<file path="config.mk">
export PLATFORM = sky130hd
export DESIGN_NAME = rv32i_fetch_unit
export DESIGN_NICKNAME = d
export VERILOG_FILES = /design/src/rtl/rv32i_fetch_unit.sv
export SDC_FILE = /design/constraint.sdc
export NUM_CORES = 1
export LEC_CHECK = 0
export ABC_CLOCK_PERIOD_IN_PS = 10300
export CELL_PAD_IN_SITES_DETAIL_PLACEMENT = 2
export CELL_PAD_IN_SITES_GLOBAL_PLACEMENT = 2
export CORE_UTILIZATION = 37
export DETAILED_ROUTE_END_ITERATION = 8
export PLACE_DENSITY = 0.9
export SKIP_LAST_GASP = 1
export SLEW_MARGIN = 20
export SYNTH_ARGS = -nofsm -noshare
export SYNTH_HDL_FRONTEND = slang
export SYNTH_SLANG_ARGS = --single-unit
</file>
<file path="constraint.sdc">
create_clock -name clk -period 10.3 [get_ports clk]
set_input_delay 3.09 -clock clk [delete_from_list [all_inputs] [get_ports clk]]
set_output_delay 3.09 -clock clk [all_outputs]
set_load 0.05 [all_outputs]
</file>
<file path="src/rtl/rv32i_fetch_unit.sv">
// RV32I instruction fetch stage: issues word fetches to instruction memory, buffers responses
// in a small FIFO for decode, and flushes in-flight work on branch/jump redirects.
module rv32i_fetch_unit #(
    parameter logic [31:0] RESET_PC = 32'h0000_0000,
    parameter int unsigned DEPTH    = 2
) (
    input  logic        clk,
    input  logic        rst_n,
    output logic        imem_req_valid,
    output logic [31:0] imem_req_addr,
    input  logic        imem_req_ready,
    input  logic        imem_rsp_valid,
    input  logic [31:0] imem_rsp_data,
    input  logic        redirect_valid,
    input  logic [31:0] redirect_pc,
    output logic        if_valid,
    output logic [31:0] if_instr,
    output logic [31:0] if_pc,
    output logic [31:0] if_pc_plus4,
    input  logic        id_ready
);

    localparam int unsigned AW = (DEPTH > 1) ? $clog2(DEPTH) : 1;
    localparam int unsigned CW = $clog2(DEPTH + 1);
    localparam logic [CW+1:0] DEPTH_W = (CW + 2)'(DEPTH);

    localparam logic [0:0] ST_RUN   = 1'b0;
    localparam logic [0:0] ST_FLUSH = 1'b1;

    logic [0:0]    state_q, state_d;
    logic [31:0]   fetch_pc_q, fetch_pc_d;
    logic [CW-1:0] outstanding_q, outstanding_d;
    logic [CW-1:0] drop_cnt_q, drop_cnt_d;
    logic [CW-1:0] count_q, count_d;
    logic [AW-1:0] rd_ptr_q, rd_ptr_d;
    logic [AW-1:0] wr_ptr_q, wr_ptr_d;
    logic [AW-1:0] pcq_rd_q, pcq_rd_d;
    logic [AW-1:0] pcq_wr_q, pcq_wr_d;

    logic [31:0] fifo_instr_q [DEPTH];
    logic [31:0] fifo_pc_q    [DEPTH];
    // Address of each in-flight request, so responses can be tagged in order.
    logic [31:0] pcq_q        [DEPTH];

    logic          pop;
    logic          req_fire;
    logic          rsp_push;
    logic [CW+1:0] credit_sum;
    logic [CW-1:0] drop_val;

    // Low address bits of the redirect target are architecturally ignored.
    logic unused_redirect_lsbs;
    assign unused_redirect_lsbs = ^redirect_pc[1:0];

    // Handshakes and outputs
    always_comb begin
        if_valid   = (count_q != '0) & ~redirect_valid;
        pop        = if_valid & id_ready;
        credit_sum = {2'b00, outstanding_q} + {2'b00, count_q} - {{(CW + 1){1'b0}}, pop};

        // Gated by rst_n so the request line is low for the whole reset interval.
        imem_req_valid = rst_n & (state_q == ST_RUN) & ~redirect_valid & (credit_sum < DEPTH_W);
        imem_req_addr  = fetch_pc_q;
        req_fire       = imem_req_valid & imem_req_ready;
        rsp_push       = imem_rsp_valid & (state_q == ST_RUN) & ~redirect_valid;

        if_instr    = fifo_instr_q[rd_ptr_q];
        if_pc       = fifo_pc_q[rd_ptr_q];
        if_pc_plus4 = fifo_pc_q[rd_ptr_q] + 32'd4;
    end

    // Next-state logic
    always_comb begin
        state_d       = state_q;
        fetch_pc_d    = fetch_pc_q;
        outstanding_d = outstanding_q;
        drop_cnt_d    = drop_cnt_q;
        count_d       = count_q;
        rd_ptr_d      = rd_ptr_q;
        wr_ptr_d      = wr_ptr_q;
        pcq_rd_d      = pcq_rd_q;
        pcq_wr_d      = pcq_wr_q;
        drop_val      = outstanding_q - CW'(imem_rsp_valid);

        if (redirect_valid) begin
            fetch_pc_d    = {redirect_pc[31:2], 2'b00};
            count_d       = '0;
            rd_ptr_d      = '0;
            wr_ptr_d      = '0;
            pcq_rd_d      = '0;
            pcq_wr_d      = '0;
            outstanding_d = drop_val;
            drop_cnt_d    = drop_val;
            state_d       = (drop_val != '0) ? ST_FLUSH : ST_RUN;
        end else begin
            if (req_fire) begin
                fetch_pc_d = fetch_pc_q + 32'd4;
                pcq_wr_d   = pcq_wr_q + AW'(1);
            end
            outstanding_d = outstanding_q + CW'(req_fire) - CW'(imem_rsp_valid);

            if (rsp_push) begin
                wr_ptr_d = wr_ptr_q + AW'(1);
                pcq_rd_d = pcq_rd_q + AW'(1);
            end
            if (pop) begin
                rd_ptr_d = rd_ptr_q + AW'(1);
            end
            count_d = count_q + CW'(rsp_push) - CW'(pop);

            if ((state_q == ST_FLUSH) && imem_rsp_valid) begin
                drop_cnt_d = drop_cnt_q - CW'(1);
                if (drop_cnt_q == CW'(1)) begin
                    state_d = ST_RUN;
                end
            end
        end
    end

    // Control state
    always_ff @(posedge clk or negedge rst_n) begin
        if (!rst_n) begin
            state_q       <= ST_RUN;
            fetch_pc_q    <= RESET_PC;
            outstanding_q <= '0;
            drop_cnt_q    <= '0;
            count_q       <= '0;
            rd_ptr_q      <= '0;
            wr_ptr_q      <= '0;
            pcq_rd_q      <= '0;
            pcq_wr_q      <= '0;
        end else begin
            state_q       <= state_d;
            fetch_pc_q    <= fetch_pc_d;
            outstanding_q <= outstanding_d;
            drop_cnt_q    <= drop_cnt_d;
            count_q       <= count_d;
            rd_ptr_q      <= rd_ptr_d;
            wr_ptr_q      <= wr_ptr_d;
            pcq_rd_q      <= pcq_rd_d;
            pcq_wr_q      <= pcq_wr_d;
        end
    end

    // Storage: cleared on reset so decode sees zeroed head fields while in reset.
    always_ff @(posedge clk or negedge rst_n) begin
        if (!rst_n) begin
            for (int i = 0; i < int'(DEPTH); i++) begin
                fifo_instr_q[i] <= '0;
                fifo_pc_q[i]    <= '0;
                pcq_q[i]        <= '0;
            end
        end else begin
            if (req_fire) begin
                pcq_q[pcq_wr_q] <= fetch_pc_q;
            end
            if (rsp_push) begin
                fifo_instr_q[wr_ptr_q] <= imem_rsp_data;
                fifo_pc_q[wr_ptr_q]    <= pcq_q[pcq_rd_q];
            end
        end
    end

endmodule

</file>
; ---- Word level (Yosys, flattened, before mapping)
; Index checks and enable logic that the tools add are counted.
[word_totals]
register_bits = 235
output_inout_bits = 130
wordCells = 96
[op_classes]
addsub = 14
n_lt_le_gt_ge = 7
eq_ne = 1
n_mux = 34
bitwise = 14
n_reduce_logical = 11
[op_table]
columns = operator, n
row1 = $mux W32, 13
row2 = $bwmux W64, 3
row3 = $add A32 B3 Y32 const B, 2
row4 = $demux W32 S1, 2
row5 = $reduce_bool A2 Y1, 7
row6 = $mux W1, 12
row7 = $and A1 B1 Y1, 8
row8 = $ge A2 B2 Y1 const B, 4
row9 = $mux W2, 4
row10 = $not A1 Y2, 4
row11 = $sub A2 B1 Y2, 3
row12 = $add A1 B1 Y1 const B, 4
row13 = $add A2 B1 Y2, 2
row14 = $lt A2 B1 Y1 const B, 2
row15 = $lt A4 B2 Y1 const B, 1
row16 = $sub A3 B1 Y4, 1
row17 = $add A2 B2 Y3, 1
row18 = $logic_and A1 B1 Y1, 3
row19 = $eq A2 B1 Y1 const B, 1
row20 = $not A1 Y1, 2
row21 = $reduce_and A2 Y1, 1
row22 = $sub A2 B1 Y2 const B, 1

; ---- Logic depth before layout (Yosys ltp)
; Gate-level depths: netlist of run 1.
[depth]
word_depth = 10
ltp_mapped = 18

; ---- Worst setup path after synthesis of run 1
; Ideal clock, no wire load.
[synth_timing]
path_kind = input to output
startpoint = in redirect_valid
endpoint = out imem_req_valid
arrival_ns = 5.888
required_ns = 7.210
setup_slack_ns = 1.322
path_stages = 9
cell_sequence = clkbuf_1 a21oi_1 nand2_1 inv_1 ha_1 nor2_1 fa_1 nor4b_2 o211a_1
[synth_via]
elab_chain_len = 6
[synth_rtl]
columns = item, line
row1 = from (decl), 14  ; input logic redirect_valid,
row2 = $not A1 Y1, 57  ; if_valid = (count_q != '0) & ~redirect_valid;
row3 = $and A1 B1 Y1, 57
row4 = named net if_valid, 16  ; output logic if_valid,
row5 = $and A1 B1 Y1, 58  ; pop = if_valid & id_ready;
row6 = $sub A3 B1 Y4, 59  ; credit_sum = {2'b00, outstanding_q} + {2'b00, count_q} - {{(CW + 1){1'b0}}, pop};
row7 = $lt A4 B2 Y1, 62  ; imem_req_valid = rst_n & (state_q == ST_RUN) & ~redirect_valid & (credit_sum < DEPTH_W);
row8 = $and A1 B1 Y1, 62
row9 = to (decl), 9  ; output logic imem_req_valid,
; The timed path passes the listed nets, and every way through them passes these cells.

; ---- Final worst setup path of run 1
[layout_timing]
startpoint = in redirect_valid
endpoint = out imem_req_valid
[layout_via]
elab_chain_len = 6
[layout_rtl]
columns = item, line
row1 = $not A1 Y1 *, "57, 62"
row2 = $and A1 B1 Y1, 57
row3 = $and A1 B1 Y1, 58
row4 = $sub A3 B1 Y4, 59
row5 = $lt A4 B2 Y1, 62
row6 = $and A1 B1 Y1 *, 62
; Mark *: on every way between the ends. The rest lies on a longest branch, timed or not.

==> impl_results.md, run 1 <==
- GRT overflow: 0
- Num CTS Buffers: 26
- Worst R2R Path Depth: 16
- Non-Filler Instances: 1577
- Clock Latency Late Sink: 0.53 ns
- DRC violations left: 0
- Site Rows: 63
- Clock network power share: 0.198
- Clk buf depth: 3
- Die X: 175.2 um
- Core footprint: 29560 um2
- Initial core utilization: 0.3755
- Worst Path Max Fanout: 3
- Fin crit share: 0.8322
- Die extent in y: 175.2 um
- Max-slew violations: 0
- Hold Vio Cnt, Final: 0
- Global-route wire length before repair: 56900 um
- Synth warn: 0
- Drt total wl: 35870 um
- Fmax: 116.7 MHz
- CTS root buf: clkbuf_16
- Iter 0 DRT Violations: 334
- Port Buffers: 191
- Post-layout minimum cycle time: 8.571 ns
- Final setup skew: 0.01217 ns
- Dpl cells: 1531
- Vias in the first global route: 9731
- Synthesized area per cell: 11.08 um2
- Vias per Instance: 5.441
- R2R Setup Slk: 5.83 ns
- Distinct cell type count after synthesis: 62
- Comb pwr share: 0.491
- Clk slew on worst S/H paths: 0.06 ns
- P_leak: 6.034 nW
- Vias: 8580
- WL per Instance: 22.75 um
- Setup Fix Bufs, Post-CTS: 0
- GP Congestion: 0.7850
- Critical Path RT: 7.21 ns
- Startpoint types: input port
- Die area: 30700 um2
- Outcome: finished, final reports clean
- Clock tree from TritonCTS: done
- Final setup violating endpoints: 0
- Delay-heaviest family, CP: adder cells
- HP Class: flip-flop to flip-flop
- Sw frac: 0.4495
- DP HPWL: 23400 um
- Gate Count Post-Synth: 1002
- Crit path DAT: 5.48 ns
- Crit-path max cell delay: 0.43 ns
- Slew headroom: 0.3877
- Top-level I/O count: 200
- Detail Route Antenna Nets: 0
- Seq cells post-synth: 225
- CP Class: input port to primary output
- Crit path buf inv count: 3
- Worst path depth: 10
- Switch Pwr: 2.113 mW
- Hold-fix buffers at CTS: 0
- Router iterations before antenna repair: 4
- Setup TNS: 0 ns
- Worst slew pin tran: 0.9185 ns
- Initial antenna violation count: 1
- Resized cells post-CTS: 0
- Top_reg_cell synth: dfrtp_1
- Synth Cell Area: 11100 um2
- Crit. End Element: primary output
- Critical Path Slowest Stage Cell: clkdlybuf4s50_1
- GR Util All Layers: 0.2376
- Sequential fraction of the synthesis area: 0.5072
- Max-Cap Viols: 0
- EDFF count, synth: 0
- Register share of total power: 0.311
- Async SR Flop Fraction: 1.000
- Reg2reg start: count_q[1]
- Layout cell share with drive strength beyond 1: 0.2032
- CTS sink cnt: 225
- Hold Startpoint: pcq_q[16]
- Unrepaired setup endpoints after global routing: no
- Worst VDD drop: 0.0001229 V
- Hold endpoint: pcq_q[16]
- Internal power: 2.588 mW
- CP Cell Sequence: clkdlybuf4s50_1 > a21oi_1 > nand2_1 > inv_1 > ha_1 > nor2_1 > fa_1 > nor4b_2 > o211a_1 > buf_12
- # H-tree levels: 1
- Nets: 1251
- Reg2reg end: outstanding_q[1]
- Area Overhead vs Synth: 27.40%
- Pin count of the biggest net entering global routing: 98
- Hold Path Depth: 2
- Power density over the cells: 332.4 nW/um2
[power by group through the flow]
stage,logic [mW],registers (mW),clock network [mW]
after detailed placement,2.29,1.46,0
after global routing,2.43,1.50,0.976
after global placement,2.20,1.42,0
after floorplan,1.56,1.39,0
after CTS,2.33,1.46,0.952
final,2.31,1.46,0.930
[registers in the layout, indices dropped and copies added (netlist names)]
| register | count |
|---|---|
| rd_ptr_q | 1 |
| count_q | 2 |
| pcq_wr_q | 1 |
| pcq_q | 60 |
| fifo_instr_q | 64 |
| fifo_pc_q | 60 |
| outstanding_q | 2 |
| pcq_rd_q | 1 |
| drop_cnt_q | 2 |
| state_q | 1 |
| imem_req_addr | 30 |
| wr_ptr_q | 1 |
[per-layer routing]
metal	routed length, um	global-route usage
met5	0	0
met4	875	0.06920
met3	1097	0.02437
met2	18730	0.4248
met1	15170	0.3024
[area by class of cell]
type | instances | area, um2
diodes | 1 | 2.502
clock buffers | 32 | 734.5
clock inverters | 13 | 128.9
fillers | 2973 | 15420
inverters | 35 | 131.4
multi-input cells | 681 | 5025
flip-flops and latches | 225 | 5634
well taps | 390 | 488.0
repair buffers | 200 | 1998
[worst min-delay path: cells and delay by family, from the launching register on]
family | cells | cell delay (ns)
AND/OR/NAND/NOR | 1 | 0.05
flip-flops | 1 | 0.34
AO/OA/AOI/OAI | 1 | 0.06
[worst max-delay path by stage]
stage / from / endpoint / slack, ns
2_1_floorplan: redirect_valid / imem_req_valid / 1.32
3_3_place_gp: redirect_valid / imem_req_valid / 1.82
3_5_place_dp: redirect_valid / imem_req_valid / 1.72
4_1_cts: redirect_valid / imem_req_valid / 1.71
5_1_grt: redirect_valid / imem_req_valid / 1.56
6_report: redirect_valid / imem_req_valid / 1.73
[cells by family (layout without fill, tap and decap cells)]
kind of cell	Yosys count	in the layout	synth area share
xor+xnor	37	37	0.02919
simple gates	258	258	0.1108
mux	210	210	0.2082
compound gates	158	158	0.08713
buf+inv	101	280	0.04294
fa+ha+maj	12	12	0.01420
other cells	1	7	0.0003378
flops	225	225	0.5072
[stage by stage]
step / cell area (um2) / utilization / setup WS, ns / hold WS, ns / total power, mW
4_1_cts: 14140 / 0.4782 / 1.711 / 0.4901 / 4.748
3_3_place_gp: 13270 / 0.4490 / 1.824 / 0.4620 / 3.621
5_1_grt: 14140 / 0.4784 / 1.557 / 0.5268 / 4.909
6_report: 14140 / 0.4784 / 1.729 / 0.4857 / 4.701
2_1_floorplan: 11120 / - / 1.322 / 0.4496 / 2.954
3_5_place_dp: 13270 / 0.4490 / 1.718 / 0.4746 / 3.753
[synth_stat cells, types with 2 or more instances]
| cell | number | area (um2) |
|---|---|---|
| nor2b_1 | 2 | 12.51 |
| nand2_1 | 69 | 259.0 |
| nand4b_1 | 4 | 35.03 |
| a22oi_2 | 2 | 25.02 |
| nand4_1 | 14 | 87.58 |
| mux2i_1 | 43 | 430.4 |
| ha_1 | 11 | 137.6 |
| nor2_2 | 2 | 12.51 |
| nor2_1 | 90 | 337.8 |
| and2_1 | 5 | 31.28 |
| nor3_1 | 7 | 35.03 |
| clkbuf_1 | 13 | 48.80 |
| xor2_1 | 14 | 122.6 |
| o211ai_1 | 6 | 45.04 |
| buf_2 | 32 | 160.2 |
| or3_1 | 3 | 18.77 |
| nand3b_1 | 6 | 45.04 |
| dfrtp_1 | 225 | 5630 |
| nor3_2 | 3 | 30.03 |
| and3_1 | 6 | 37.54 |
| a31oi_1 | 7 | 43.79 |
| a21oi_1 | 73 | 365.4 |
| mux2_2 | 167 | 1881 |
| a32oi_1 | 2 | 17.52 |
| nand3_1 | 34 | 170.2 |
| o21ai_0 | 33 | 165.2 |
| nand2b_1 | 3 | 18.77 |
| nor4_1 | 3 | 18.77 |
| buf_4 | 13 | 97.59 |
| a41oi_1 | 4 | 35.03 |
| buf_1 | 6 | 22.52 |
| xnor2_1 | 23 | 201.4 |
| inv_1 | 34 | 127.6 |
| o311ai_0 | 11 | 96.34 |
| o22ai_1 | 4 | 25.02 |
| o31a_1 | 2 | 17.52 |
[placed cells by master (no fill, tap or decap), types with 8 or more instances in the layout]
cell type,n
nand2_1,69
nand3_1,34
ha_1,11
nor2_1,89
mux2i_1,43
inv_1,34
buf_4,8
a21oi_1,73
o311ai_0,11
o21ai_0,33
xnor2_1,23
dfrtp_1,224
mux2_2,167
nand4_1,14
xor2_1,14
clkdlybuf4s50_1,189
clkbuf_16,27
Note: power is estimated with default switching activity, not from simulation.
==> run 2, diff against run 1 <==
--- a/config.mk
+++ b/config.mk
@@ -5,12 +5,12 @@
 export SDC_FILE = /design/constraint.sdc
 export NUM_CORES = 1
 export LEC_CHECK = 0
-export ABC_CLOCK_PERIOD_IN_PS = 10300
+export ABC_CLOCK_PERIOD_IN_PS = 7100
 export CELL_PAD_IN_SITES_DETAIL_PLACEMENT = 2
 export CELL_PAD_IN_SITES_GLOBAL_PLACEMENT = 2
-export CORE_UTILIZATION = 37
+export CORE_UTILIZATION = 31
 export DETAILED_ROUTE_END_ITERATION = 8
-export PLACE_DENSITY = 0.9
+export PLACE_DENSITY = 0.81
 export SKIP_LAST_GASP = 1
 export SLEW_MARGIN = 20
 export SYNTH_ARGS = -nofsm -noshare
==> constraint.sdc (replaced) <==
create_clock -name clk -period 7.1 [get_ports clk]
set_input_delay 2.13 -clock clk [delete_from_list [all_inputs] [get_ports clk]]
set_output_delay 2.13 -clock clk [all_outputs]
set_load 0.05 [all_outputs]
==> impl_results.md, run 2 (synthesis gave the netlist of run 1 again) <==
- Core footprint: 34880 um2 (+18%)
- Power density over the cells: 473.8 nW/um2 (+43%)
- Fmax: 155.7 MHz
- Resized cells post-CTS: 0 (unchanged)
- Final Instance Area: 14340 um2 (+1.4%)
- Final setup violating endpoints: 0 (unchanged)
- Vias per Instance: 5.075 (-6.7%)
- Iter 0 DRT Violations: 258 (-23%)
- Cell Area, Placed: 13400 um2 (+0.92%)
- Post-layout minimum cycle time: 6.422 ns
- GR Util All Layers: 0.1828 (-0.05481)
- Reg area: 5635 um2 (about the same)
- R2R Setup Slk: 3.14 ns (-2.69 ns)
- Worst slew pin tran: 0.9874 ns (+0.06892 ns)
- Vias in the first global route: 9332 (-4.1%)
- Top reg by flops: fifo_instr_q
- Max-slew violations: 0 (unchanged)
- Outcome: finished, final reports clean
- Drt total wl: 33080 um (-7.8%)
- Clk slew on worst S/H paths: 0.05 ns (about the same)
- Num CTS Buffers: 27 (+3.8%)
- Most common cell after layout, fill and taps aside: dfrtp_1
- Unrepaired setup endpoints after global routing: no
- HP Class: flip-flop to flip-flop
- Dpl cells: 1596 (+4.2%)
- Site Rows: 68 (+7.9%)
- Number of flip-flops in the largest register: 64 (unchanged)
- Die area: 36570 um2 (+19%)
- Die X: 191.2 um (+9.1%)
- Setup TNS: 0 ns (unchanged)
- Non-Filler Instances: 1647 (+4.4%)
- Setup Fix Bufs, Post-CTS: 0 (unchanged)
- Fin crit share: 0.9045
- DP HPWL: 22680 um (-3.1%)
- Layout cell share with drive strength beyond 1: 0.2072 (+0.004011)
- Startpoint types: input port
- Worst VDD drop: 0.0002845 V (+130%)
- GP Congestion: 0.7456 (-5.0%)
- Fill count: 3574 (+20%)
- Critical Path RT: 4.97 ns (-2.24 ns)
- Biggest regs: fifo_instr_q: 64 flops, fifo_pc_q: 60 flops, pcq_q: 60 flops
- Pin count of the biggest net entering global routing: 175 (+79%)
- Global-route wire length before repair: 52810 um (-7.2%)
- Vias: 8358 (-2.6%)
- Detail Route Antenna Nets: 0 (unchanged)
- Top-level I/O count: 200 (unchanged)
- P_leak: 6.090 nW (+0.92%)
- # H-tree levels: 1 (unchanged)
- WHS: 0.5030 ns (+0.01734 ns)
- Crit. End Element: primary output
- Worst Path Max Fanout: 3 (unchanged)
- Clock tree from TritonCTS: done
- Clock Latency Late Sink: 0.53 ns (about the same)
- Initial core utilization: 0.3182 (-0.05731)
- CP Class: input port to primary output
- Commonest non-fill, non-tap cells in the layout: 223 x dfrtp_1, 188 x clkdlybuf4s50_1, 167 x mux2_2
- Router iterations before antenna repair: 4 (unchanged)
- Die extent in y: 191.2 um (+9.1%)
- Initial antenna violation count: 0 (-1)
- Max-Cap Viols: 0 (unchanged)
- DRC violations left: 0 (unchanged)
- Nets: 1253 (+0.16%)
- Area Overhead vs Synth: 29.16%
- Slew headroom: 0.3418 (-0.04595)
- Clk buf depth: 3 (unchanged)
- GRT overflow: 0 (unchanged)
- Hold Vio Cnt, Final: 0 (unchanged)
- CTS sink cnt: 225 (unchanged)
- # diodes: 0 (-1)
- WL per Instance: 20.09 um (-12%)
- Crit path DAT: 4.29 ns (-1.19 ns)
- Multi-input gate area in the final layout: 5025 um2 (unchanged)
- CTS root buf: clkbuf_16
- Final setup skew: 0.01601 ns (+0.003841 ns)
- Hold-fix buffers at CTS: 0 (unchanged)
- Port Buffers: 191 (unchanged)
==> run 2: where the power goes <==
part | internal [mW] | total, mW | switching [mW]
Sequential | 1.73 | 2.12 | 0.383
Clock | 0.845 | 1.40 | 0.560
Combinational | 1.22 | 3.27 | 2.05
==> run 2: path summary, 6_finish.rpt <==
kind,start,endpoint,depth (start not counted)
worst max register to register,count_q[1],outstanding_q[1],17
worst min-delay path,fifo_instr_q[54],fifo_instr_q[54],1
worst max-delay path,id_ready,imem_req_valid,9
worst min register to register,fifo_instr_q[54],fifo_instr_q[54],1
max in group asynchronous,rst_n,fifo_pc_q[14],2
min in group asynchronous,rst_n,outstanding_q[1],1
==> run 2: through the flow <==
stage               utilization  setup WS, ns  total power, mW
floorplan                     -       0.04249            4.286
global route             0.4110        0.5186            7.147
finish                   0.4110        0.6779            6.793
detailed placement       0.3840        0.6535            5.420
global placement         0.3832        0.6957            5.280
CTS                      0.4102        0.6502            6.881
==> run 2: worst max-delay path, cell delays in order <==
cell and delay (ns):
clkdlybuf4s50_1 0.46, nand2_1 0.09, inv_1 0.10, ha_1 0.24, nor2_1 0.12, fa_1 0.44
nor4b_2 0.33, o211a_1 0.24, buf_12 0.14
==> run 2: routing by layer <==
layer / share of wire / up-vias / wire, um / track usage
met5: 0 / - / 0 / 0
met4: 0.022 / 0 / 717 / 0.04609
met3: 0.037 / 42 / 1222 / 0.02313
met2: 0.48 / 166 / 15820 / 0.3048
met1: 0.46 / 4287 / 15320 / 0.2499
li1: - / 3863 / - / -
==> run 2: cell type report <==
| class | instances | share of cell area |
|---|---|---|
| Inverter | 35 | 0.009163 |
| Clock inverter | 13 | 0.009163 |
| Clock buffer | 37 | 0.05463 |
| Tap cell | 455 | 0.03971 |
| Multi-Input combinational cell | 681 | 0.3505 |
| Timing Repair Buffer | 201 | 0.1438 |
| Sequential cell | 225 | 0.3931 |
